[src/rtl/mbx_multi_channel.sv]
`default_nettype none
// ============================================================================
// Module   : mbx_multi_channel
// Brief    : N-channel mailbox, per-channel ctrl/status and register FIFO,
//            shared write/read register ports, per-channel interrupts.
//            Optional channel flush is compiled in with MBX_FLUSH_EN.
// Revision : 1.0 - initial release
// ============================================================================
module mbx_multi_channel #(
    parameter int NUM_CH = 4,
    parameter int DW     = 32,
    parameter int DEPTH  = 16
) (
    input  logic                                      clk,
    input  logic                                      rstn,
    input  logic                                      wr_en,
    input  logic [((NUM_CH > 1) ? $clog2(NUM_CH) : 1)-1:0] wr_ch,
    input  logic [1:0]                                wr_sel,
    input  logic [DW-1:0]                             wdata,
    input  logic                                      rd_en,
    input  logic [((NUM_CH > 1) ? $clog2(NUM_CH) : 1)-1:0] rd_ch,
    input  logic [1:0]                                rd_sel,
    output logic [DW-1:0]                             rdata,
    output logic                                      rvalid,
    output logic [NUM_CH-1:0]                         int_flag,
    output logic                                      int_any,
    output logic [NUM_CH-1:0]                         ch_empty,
    output logic [NUM_CH-1:0]                         ch_full
);

    localparam int c_cw   = (NUM_CH > 1) ? $clog2(NUM_CH) : 1;
    localparam int c_aw   = $clog2(DEPTH);
    localparam int c_cntw = c_aw + 1;

    logic [DW-1:0] w_ctrl_rd  [NUM_CH];
    logic [DW-1:0] w_sts_rd   [NUM_CH];
    logic [DW-1:0] w_pop_data [NUM_CH];
    logic [DW-1:0] w_rd_val;
    logic          w_unused_wdata;

    assign w_unused_wdata = ^wdata;

    for (genvar i = 0; i < NUM_CH; i++) begin : g_ch
        logic [DW-1:0]     r_mem [DEPTH];
        logic [c_aw-1:0]   r_wptr, r_rptr;
        logic [c_cntw-1:0] r_count, w_count_nxt;
        logic [7:0]        r_thr, w_thr_eff;
        logic              r_int_en, r_mode, r_sts, r_pend, r_ovf, r_udf, r_flag;
        logic              w_ctrl_wr, w_data_wr, w_sts_wr, w_pop, w_flush;
        logic              w_empty, w_full, w_pop_ok, w_push_ok, w_set;

        assign w_ctrl_wr = wr_en && (wr_ch == c_cw'(i)) && (wr_sel == 2'b00);
        assign w_data_wr = wr_en && (wr_ch == c_cw'(i)) && (wr_sel == 2'b01);
        assign w_sts_wr  = wr_en && (wr_ch == c_cw'(i)) && (wr_sel == 2'b10);
        assign w_pop     = rd_en && (rd_ch == c_cw'(i)) && (rd_sel == 2'b01);

`ifdef MBX_FLUSH_EN
        assign w_flush = w_ctrl_wr && wdata[2];
`else
        assign w_flush = 1'b0;
`endif

        assign w_empty   = (r_count == '0);
        assign w_full    = (r_count == c_cntw'(DEPTH));
        assign w_pop_ok  = w_pop && !w_empty && !w_flush;
        // A pop in the same cycle frees the slot a full-FIFO push needs
        assign w_push_ok = w_data_wr && (!w_full || w_pop_ok);

        assign w_count_nxt = w_flush ? '0 :
                             r_count + c_cntw'(w_push_ok) - c_cntw'(w_pop_ok);
        assign w_thr_eff   = (r_thr == 8'd0) ? 8'd1 : r_thr;
        assign w_set       = r_mode ? (9'(w_count_nxt) >= {1'b0, w_thr_eff})
                                    : (w_count_nxt != '0);

        always_ff @(posedge clk) begin
            if (w_push_ok) r_mem[r_wptr] <= wdata;
        end

        always_ff @(posedge clk) begin
            if (!rstn) begin
                r_wptr   <= '0;
                r_rptr   <= '0;
                r_count  <= '0;
                r_thr    <= '0;
                r_int_en <= 1'b0;
                r_mode   <= 1'b0;
                r_sts    <= 1'b0;
                r_pend   <= 1'b0;
                r_ovf    <= 1'b0;
                r_udf    <= 1'b0;
                r_flag   <= 1'b0;
            end else begin
                if (w_ctrl_wr) begin
                    r_int_en <= wdata[0];
                    r_mode   <= wdata[1];
                    r_thr    <= wdata[15:8];
                end
                if (w_sts_wr) r_sts <= wdata[0];
                if (w_flush) begin
                    r_wptr <= '0;
                    r_rptr <= '0;
                end else begin
                    if (w_push_ok) r_wptr <= r_wptr + 1'b1;
                    if (w_pop_ok)  r_rptr <= r_rptr + 1'b1;
                end
                r_count <= w_count_nxt;

                if (w_flush)                   r_pend <= 1'b0;
                else if (w_set)                r_pend <= 1'b1;
                else if (w_count_nxt == '0)    r_pend <= 1'b0;
                else if (w_sts_wr && wdata[1]) r_pend <= 1'b0;

                if (w_flush)                     r_ovf <= 1'b0;
                else if (w_data_wr && !w_push_ok) r_ovf <= 1'b1;
                else if (w_sts_wr && wdata[2])   r_ovf <= 1'b0;

                if (w_flush)                   r_udf <= 1'b0;
                else if (w_pop && w_empty)     r_udf <= 1'b1;
                else if (w_sts_wr && wdata[3]) r_udf <= 1'b0;

                r_flag <= r_pend & r_int_en & r_sts;
            end
        end

        assign w_ctrl_rd[i]  = DW'({16'd0, r_thr, 5'd0, 1'b0, r_mode, r_int_en});
        assign w_sts_rd[i]   = DW'({16'(r_count), 10'd0, w_full, w_empty,
                                    r_udf, r_ovf, r_pend, r_sts});
        assign w_pop_data[i] = w_pop_ok ? r_mem[r_rptr] : '0;
        assign ch_empty[i]   = w_empty;
        assign ch_full[i]    = w_full;
        assign int_flag[i]   = r_flag;
    end

    assign int_any = |int_flag;

    always_comb begin
        w_rd_val = '0;
        if (int'(rd_ch) < NUM_CH) begin
            case (rd_sel)
                2'b00:   w_rd_val = w_ctrl_rd[rd_ch];
                2'b01:   w_rd_val = w_pop_data[rd_ch];
                2'b10:   w_rd_val = w_sts_rd[rd_ch];
                default: w_rd_val = '0;
            endcase
        end
    end

    always_ff @(posedge clk) begin
        if (!rstn) begin
            rdata  <= '0;
            rvalid <= 1'b0;
        end else begin
            rvalid <= rd_en;
            rdata  <= rd_en ? w_rd_val : '0;
        end
    end

endmodule
`default_nettype wire

[config.mk]
export PLATFORM = sky130hd
export DESIGN_NAME = mbx_multi_channel
export DESIGN_NICKNAME = d
export VERILOG_FILES = /design/src/rtl/mbx_multi_channel.sv
export SDC_FILE = /design/constraint.sdc
export NUM_CORES = 2
export LEC_CHECK = 0
export ABC_AREA = 1
export CAP_MARGIN = 15
export CORE_MARGIN = 10
export CORE_UTILIZATION = 35
export CTS_BUF_LIST = sky130_fd_sc_hd__clkbuf_16
export DETAILED_ROUTE_END_ITERATION = 12
export GPL_ROUTABILITY_DRIVEN = 1
export PLACE_DENSITY = 0.48
export SETUP_SLACK_MARGIN = 0.4
export SYNTH_ARGS = -nofsm -noshare
export SYNTH_HDL_FRONTEND = slang
export SYNTH_SLANG_ARGS = --single-unit
export TNS_END_PERCENT = 30
[constraint.sdc]
create_clock -name clk -period 3.19 [get_ports clk]
set_input_delay 0.4785 -clock clk [delete_from_list [all_inputs] [get_ports clk]]
set_output_delay 0.4785 -clock clk [all_outputs]
set_load 0.02 [all_outputs]
Word level (Yosys, flattened, before mapping)
Memories as Yosys holds them, arrays and structs flattened. A register that Yosys moved wholly into a read port is not among the register bits.
Index checks and enable logic that the tools add are counted.
Storage, ports and cells
  memories kept: 4
  bits in writable memories: 2048
  input port bits: 44
  register bits after elaboration: 145
  output and inout bits: 46
  logic and storage cells: 262
Operators by class
  reductions and logical operators: 102
  $lt $le $gt $ge: 5
  equality and inequality tests: 14
  bitwise gates (word level): 9
  add/subtract/negate cells: 16
  mux-type cells: 66
Memories
  g_ch[0].r_mem: words 16, width 32, read ports 1, clocked after memory_dff 1, write ports 1, line 44  | logic [DW-1:0] r_mem [DEPTH];
  g_ch[1].r_mem: words 16, width 32, read ports 1, clocked after memory_dff 1, write ports 1, line 44
  g_ch[2].r_mem: words 16, width 32, read ports 1, clocked after memory_dff 1, write ports 1, line 44
  g_ch[3].r_mem: words 16, width 32, read ports 1, clocked after memory_dff 1, write ports 1, line 44
Operator list (count)
  32-bit two-way mux: 10
  32-bit binary-select mux with 2-bit select: 3
  32-bit case mux with 3 select lines: 1
  1-bit logical AND: 52
  5-bit zero test: 8
  1-bit two-way mux: 40
  4-bit by 1-bit adder with 4-bit output (second input constant): 8
  5-bit by 8-bit greater-or-equal comparator with 1-bit output: 4
  8-bit zero test: 4
  4-bit two-way mux: 8
  8-bit two-way mux: 4
  5-bit by 1-bit adder with 5-bit output: 4
  5-bit equality test (second input constant): 4
  5-bit nonzero test: 4
  5-bit by 1-bit subtractor with 5-bit output: 4
  2-bit nonzero test: 8
  2-bit equality test (second input constant): 6
  1-bit zero test: 12
  3-bit nonzero test: 4
  1-bit AND: 8
  2-bit by 1-bit equality test with 1-bit output (second input constant): 4
  2-bit zero test: 4
  1-bit logical OR: 4
  4-bit OR reduction: 1
  3 further kinds: 3

Logic depth before layout (Yosys ltp)
  word-level depth: 11
  gate-level depth with buffers: 22
  gate-level depth less buffers: 22

Worst setup path before layout
Ideal clock, no wire load.
  kind: in2reg
  from: input rd_sel[1]
  to: register g_ch[3].r_pend
  data required time: 3.058 ns
  buffers on the path: 1
  arrival: 3.177 ns
  library setup time: 0.132 ns
  stages: 21
  slack: -0.120 ns
  cells stage by stage: inv_1 nand3_1 nor2_1 nand2_1 clkbuf_1 nor2_1 inv_1 nand2_1 ha_1 inv_1 fa_1 inv_1 nand2_1 a21oi_1 or2_2 xnor2_1 inv_1 ha_1 a21boi_0 o21ai_0 a21oi_1
On the way
  word-level cells in the longest chain between the ends: 10
  elaborated cells on any way between the ends: 14
  those cells by class: add/sub: 2; order compare: 1; eq/ne: 1; mux: 3; reduce/logical: 7
Ends and longest elaborated chain
  start: declaration: line 22  | input logic [1:0] rd_sel,
  2-bit by 1-bit equality test with 1-bit output (*): line 55  | assign w_pop = rd_en && (rd_ch == c_cw'(i)) && (rd_sel == 2'b01);
  1-bit logical AND (*): line 55
  1-bit logical AND (*): line 65  | assign w_pop_ok = w_pop && !w_empty && !w_flush;
  1-bit logical OR: line 67  | assign w_push_ok = w_data_wr && (!w_full || w_pop_ok);
  1-bit logical AND: line 67
  5-bit by 1-bit adder with 5-bit output: line 70  | r_count + c_cntw'(w_push_ok) - c_cntw'(w_pop_ok);
  5-bit by 1-bit subtractor with 5-bit output (*): line 70
  named net g_ch[3].w_count_nxt[4]: line 46  | logic [c_cntw-1:0] r_count, w_count_nxt;
  5-bit by 8-bit greater-or-equal comparator with 1-bit output (tied with other cells): line 72  | assign w_set = r_mode ? (9'(w_count_nxt) >= {1'b0, w_thr_eff})
  1-bit two-way mux, on equally long branches: line 72, 110
  3-bit nonzero test (no line) or 1-bit two-way mux (tied branches)
  end signal: assignment: line 88  | r_pend <= 1'b0;
  end signal: assignment: line 108  | if (w_flush) r_pend <= 1'b0;
  end signal: assignment: line 109  | else if (w_set) r_pend <= 1'b1;
  end: declaration: line 48  | logic r_int_en, r_mode, r_sts, r_pend, r_ovf, r_udf, r_flag;
The timed path passes the listed nets; every way through them passes the cells marked *.
A chain may end at the register's enable or synchronous reset.

Worst setup path in the final report
  from: register g_ch[3].r_count[3]
  to: register g_ch[3].r_pend
On the way
  word-level cells in the longest chain between the ends: 10
  elaborated cells on any way between the ends: 16
  those cells by class: add/sub: 2; order compare: 1; eq/ne: 1; mux: 3; reduce/logical: 9
Ends and longest elaborated chain
  start: declaration: line 46
  start signal: assignment: line 106  | r_count <= w_count_nxt;
  5-bit zero test: line 63  | assign w_empty = (r_count == '0);
  1-bit zero test: line 65
  1-bit logical AND: line 65
  1-bit logical OR: line 67
  1-bit logical AND: line 67
  5-bit by 1-bit adder with 5-bit output: line 70
  5-bit by 1-bit subtractor with 5-bit output (*): line 70
  named net g_ch[3].w_count_nxt[4]: line 46
  5-bit by 8-bit greater-or-equal comparator with 1-bit output (tied with other cells): line 72
  1-bit two-way mux, on equally long branches: line 72, 110
  3-bit nonzero test (no line) or 1-bit two-way mux (tied branches)
Marks and branches as above.

==> impl_results.md <==
- Status: completed
- Cells along the critical path: inv_2, ha_4, nand4_1, nand2_2, nand2_2, nand2_2, inv_2, nand2_2, nand2_2, ha_4, inv_2, fa_2, inv_2, nand2_2, a21oi_2, or2_4, xnor2_4, inv_1, ha_1, a21boi_2, o21ai_1, a21oi_1
- Fin cells: 12.4k
- Routed vias: 62.9k
- Multi-input gate area: 23200 µm²
- Fin Hold WS: 94.1 ps
- Arr. time, crit path: 3690 ps
- Layout Area Growth over Synthesis: 17.8%
- Share of post-route cells with drive strength above 1: 0.111
- Avg Cell Area, Syn: 11.0 µm²
- CP most frequent cell: nand2_2
- Switching power share of the total: 0.229
- Final #Nets: 8804
- Synth area leader: edfxtp_1
- Max Slew Vio Count: 0
- Yosys cell types: 46
- Routed length per placed instance: 23.7 µm
- First-pass GRT wire length: 425 mm
- Delay-heaviest family, CP: adder cells
- Reg2reg setup slack: 230 ps
- Core Region: 262000 µm²
- Die Y: 533 µm
- Synth Cell Area: 92100 µm²
- Worst ir drop on vdd: 492 µV
- Antenna violations before repair: 20
- Die width: 533 µm
- Final Hold Viols: 0
- Placed cells: 12.0k
- Clock slew at reported path FFs: 60 ps
- Top FF cell, synth: edfxtp_1
- Number of buffers added on ports: 89
- # Max-Cap Violations: 0
- RSZ-0062 raised after global routing: yes
- Post-Route Utilization: 0.414
- R2R cell count: 22
- CTS Buf Count: 234
- Clock latency on the worst-skew pair: 870 ps
- Worst Hold Class: input pin to register
- FF/Latch Area: 64800 µm²
- PwrDens: 570 nW/µm²
- Crit path capture type: register
- CP Depth: 22
- WP data required: 3910 ps
- Synth async-reset ratio: 0
- Overflow after GRT: 0
- Critical Path End: g_ch[3].r_pend
- Yosys top cell area share: 0.668
- Routability cong.: 0.863
- Total Routing Usage GR: 0.200
- Slew margin rel.: 0.262
- IO Pins: 90
- Final Cell Area: 109000 µm²
- Pwr Total: 61.8 mW
- Placed cell area: 101000 µm²
- Worst R2R Start: g_ch[3].r_count[3]
- Pint: 47.7 mW
- Setup WS pre-CTS: -949 ps
- CP Launch Point: g_ch[3].r_count[3]
- Largest net degree at the start of global routing: 134
- # DRC: 0
- Post-route setup TNS: 0 ps
- DRT Wirelength: 295 mm
- Fin crit share: 0.929
- CP startpoint kind: register
- Die ar.: 284000 µm²
- Post-route ant nets: 0
- Vias in the first global route: 60.0k
- YS warnings: 0
- Largest stage delay on the critical path: 360 ps
- Crit path setup slack, layout: 228 ps
- Sequential Power Share: 0.515
- Flops & latches, synth: 2209
- Clock skew: 41.0 ps
- Root Buffer: clkbuf_16
- Initial Utilization: 0.351
- First-pass detailed-route iteration total: 6
- Clk sinks: 2209
- Detailed placement HPWL: 181 mm
- CTS tree: done
- Highest-delay cell along the critical path: fa_2
- Clock Power Share: 0.422
- Buf/Inv on CP: 5
- Final Setup Violations: 0
- Area contributors post-synth: edfxtp_1, nand2_1, nand3_1
- Achievable Freq: 338 MHz
- DRT iter0 DRCs: 5704
- Filler Cells Inserted: 24.9k
- P_leak: 40.3 nW
- EDFF count, synth: 2048
- Synth Instances: 8380
- Slew of the pin with the lowest slew margin: 1110 ps
- Combinational power share: 0.063
- Max clock buf depth: 3
- Critical path fanouts, max: 4
- Std cell rows: 188
- Kind of critical path: register to register
- RR Endpoint: g_ch[3].r_pend
- Post-synth net total: 8484
- Final critical-path required period: 2960 ps
- H-Tree Depth: 4
- Routed vias/inst: 5.06
- Seq/Total Area, Yosys: 0.703
- Switching power: 14.1 mW
placed cells by master (no fill, tap or decap), types with 107 or more instances in the layout:
cell type / netlist / routed
nand3_1: 731 / 730
buf_12: 0 / 157
clkbuf_16: 0 / 235
o211ai_1: 135 / 135
nand2_1: 2360 / 2350
buf_4: 60 / 326
a21oi_1: 113 / 107
o21ai_0: 613 / 612
inv_1: 637 / 686
dfxtp_1: 161 / 144
nor2_1: 762 / 696
edfxtp_1: 2048 / 2048
registers in the layout, summed over array words and instances, names as in the netlist, named ones only:
signal         flops
g_ch.r_udf         4
g_ch.r_mem      2048
g_ch.r_flag        4
g_ch.r_mode        4
rdata             32
g_ch.r_wptr       16
g_ch.r_pend        4
g_ch.r_rptr       16
g_ch.r_thr        32
g_ch.r_ovf         4
g_ch.r_count      20
rvalid             1
g_ch.r_int_en      4
g_ch.r_sts         4
worst min-delay path by stage:
stage,endpoint,cells past startpoint,slack [ps],startpoint
detailed placement,register,1,460,g_ch[3].r_rptr[3]
global route,g_ch[0].r_mem[2][27],1,70,wdata[27]
finish,g_ch[0].r_mem[0][7],1,90,wdata[7]
global placement,register,1,430,g_ch[3].r_rptr[3]
CTS,g_ch[0].r_mem[4][7],1,30,wdata[7]
floorplan,register,1,410,g_ch[3].r_rptr[3]
final cells by class:
class                   instances  share of cell area
inverters                     664              0.0234
clock buffers                 235              0.0542
diodes                         10            0.000231
well taps                    3515              0.0405
flip-flops and latches       2209               0.597
repair buffers                568              0.0579
clock inverters               191              0.0129
multi-input cells            5023               0.214
logic make-up after synthesis:
kind of cell	Yosys count	synth area share
simple gates	3900	0.170
flops	2209	0.703
buf+inv	1148	0.0522
compound gates	1045	0.0646
fa+ha+maj	60	0.00848
xor+xnor	18	0.00171
power groups by stage:
stage	Sequential [mW]	Combinational (mW)	Clock, mW
floorplan	32.4	1.77	0
global placement	32.4	3.73	0
detailed placement	32.4	3.71	0
CTS	31.8	3.81	26.6
global route	31.8	4.28	27.7
finish	31.8	3.92	26.1
synth_stat cells, drive strengths merged (8+ instances only):
library cell / instances
o22ai: 95
clkinv: 8
edfxtp: 2048
o211ai: 135
ha: 56
a21oi: 116
o221ai: 47
o21ai: 632
buf: 306
inv: 656
nor3: 14
nand2: 2364
nand4: 9
xor2: 12
dfxtp: 161
nand3: 731
nor2: 765
clkbuf: 178
repair_timing:
action / CTS / global route
resized for setup: 47 / 35
setup buffers: 7 / 13
pin swaps: 20 / 23
setup endpoints to repair: 12 / 14
hold buffers: 0 / 0
per-layer routing:
layer	GRT usage	share of wire
met4	0.0618	0.035
met3	0.0331	0.060
met2	0.317	0.46
met5	0	0.00016
met1	0.280	0.45
worst register-to-register path, stage by stage (launching register included):
cell      delay, ps
dfxtp_2         330
inv_2            50
ha_4            150
nand4_1         140
nand2_2         120
nand2_2          80
nand2_2          60
inv_2            60
nand2_2          50
nand2_2          60
ha_4            130
inv_2            40
fa_2            360
inv_2            60
nand2_2          50
a21oi_2         130
or2_4           150
xnor2_4         120
inv_1            70
ha_1            260
a21boi_2        150
o21ai_1         130
a21oi_1          80
No activity file was read; power rests on OpenSTA's default activity.
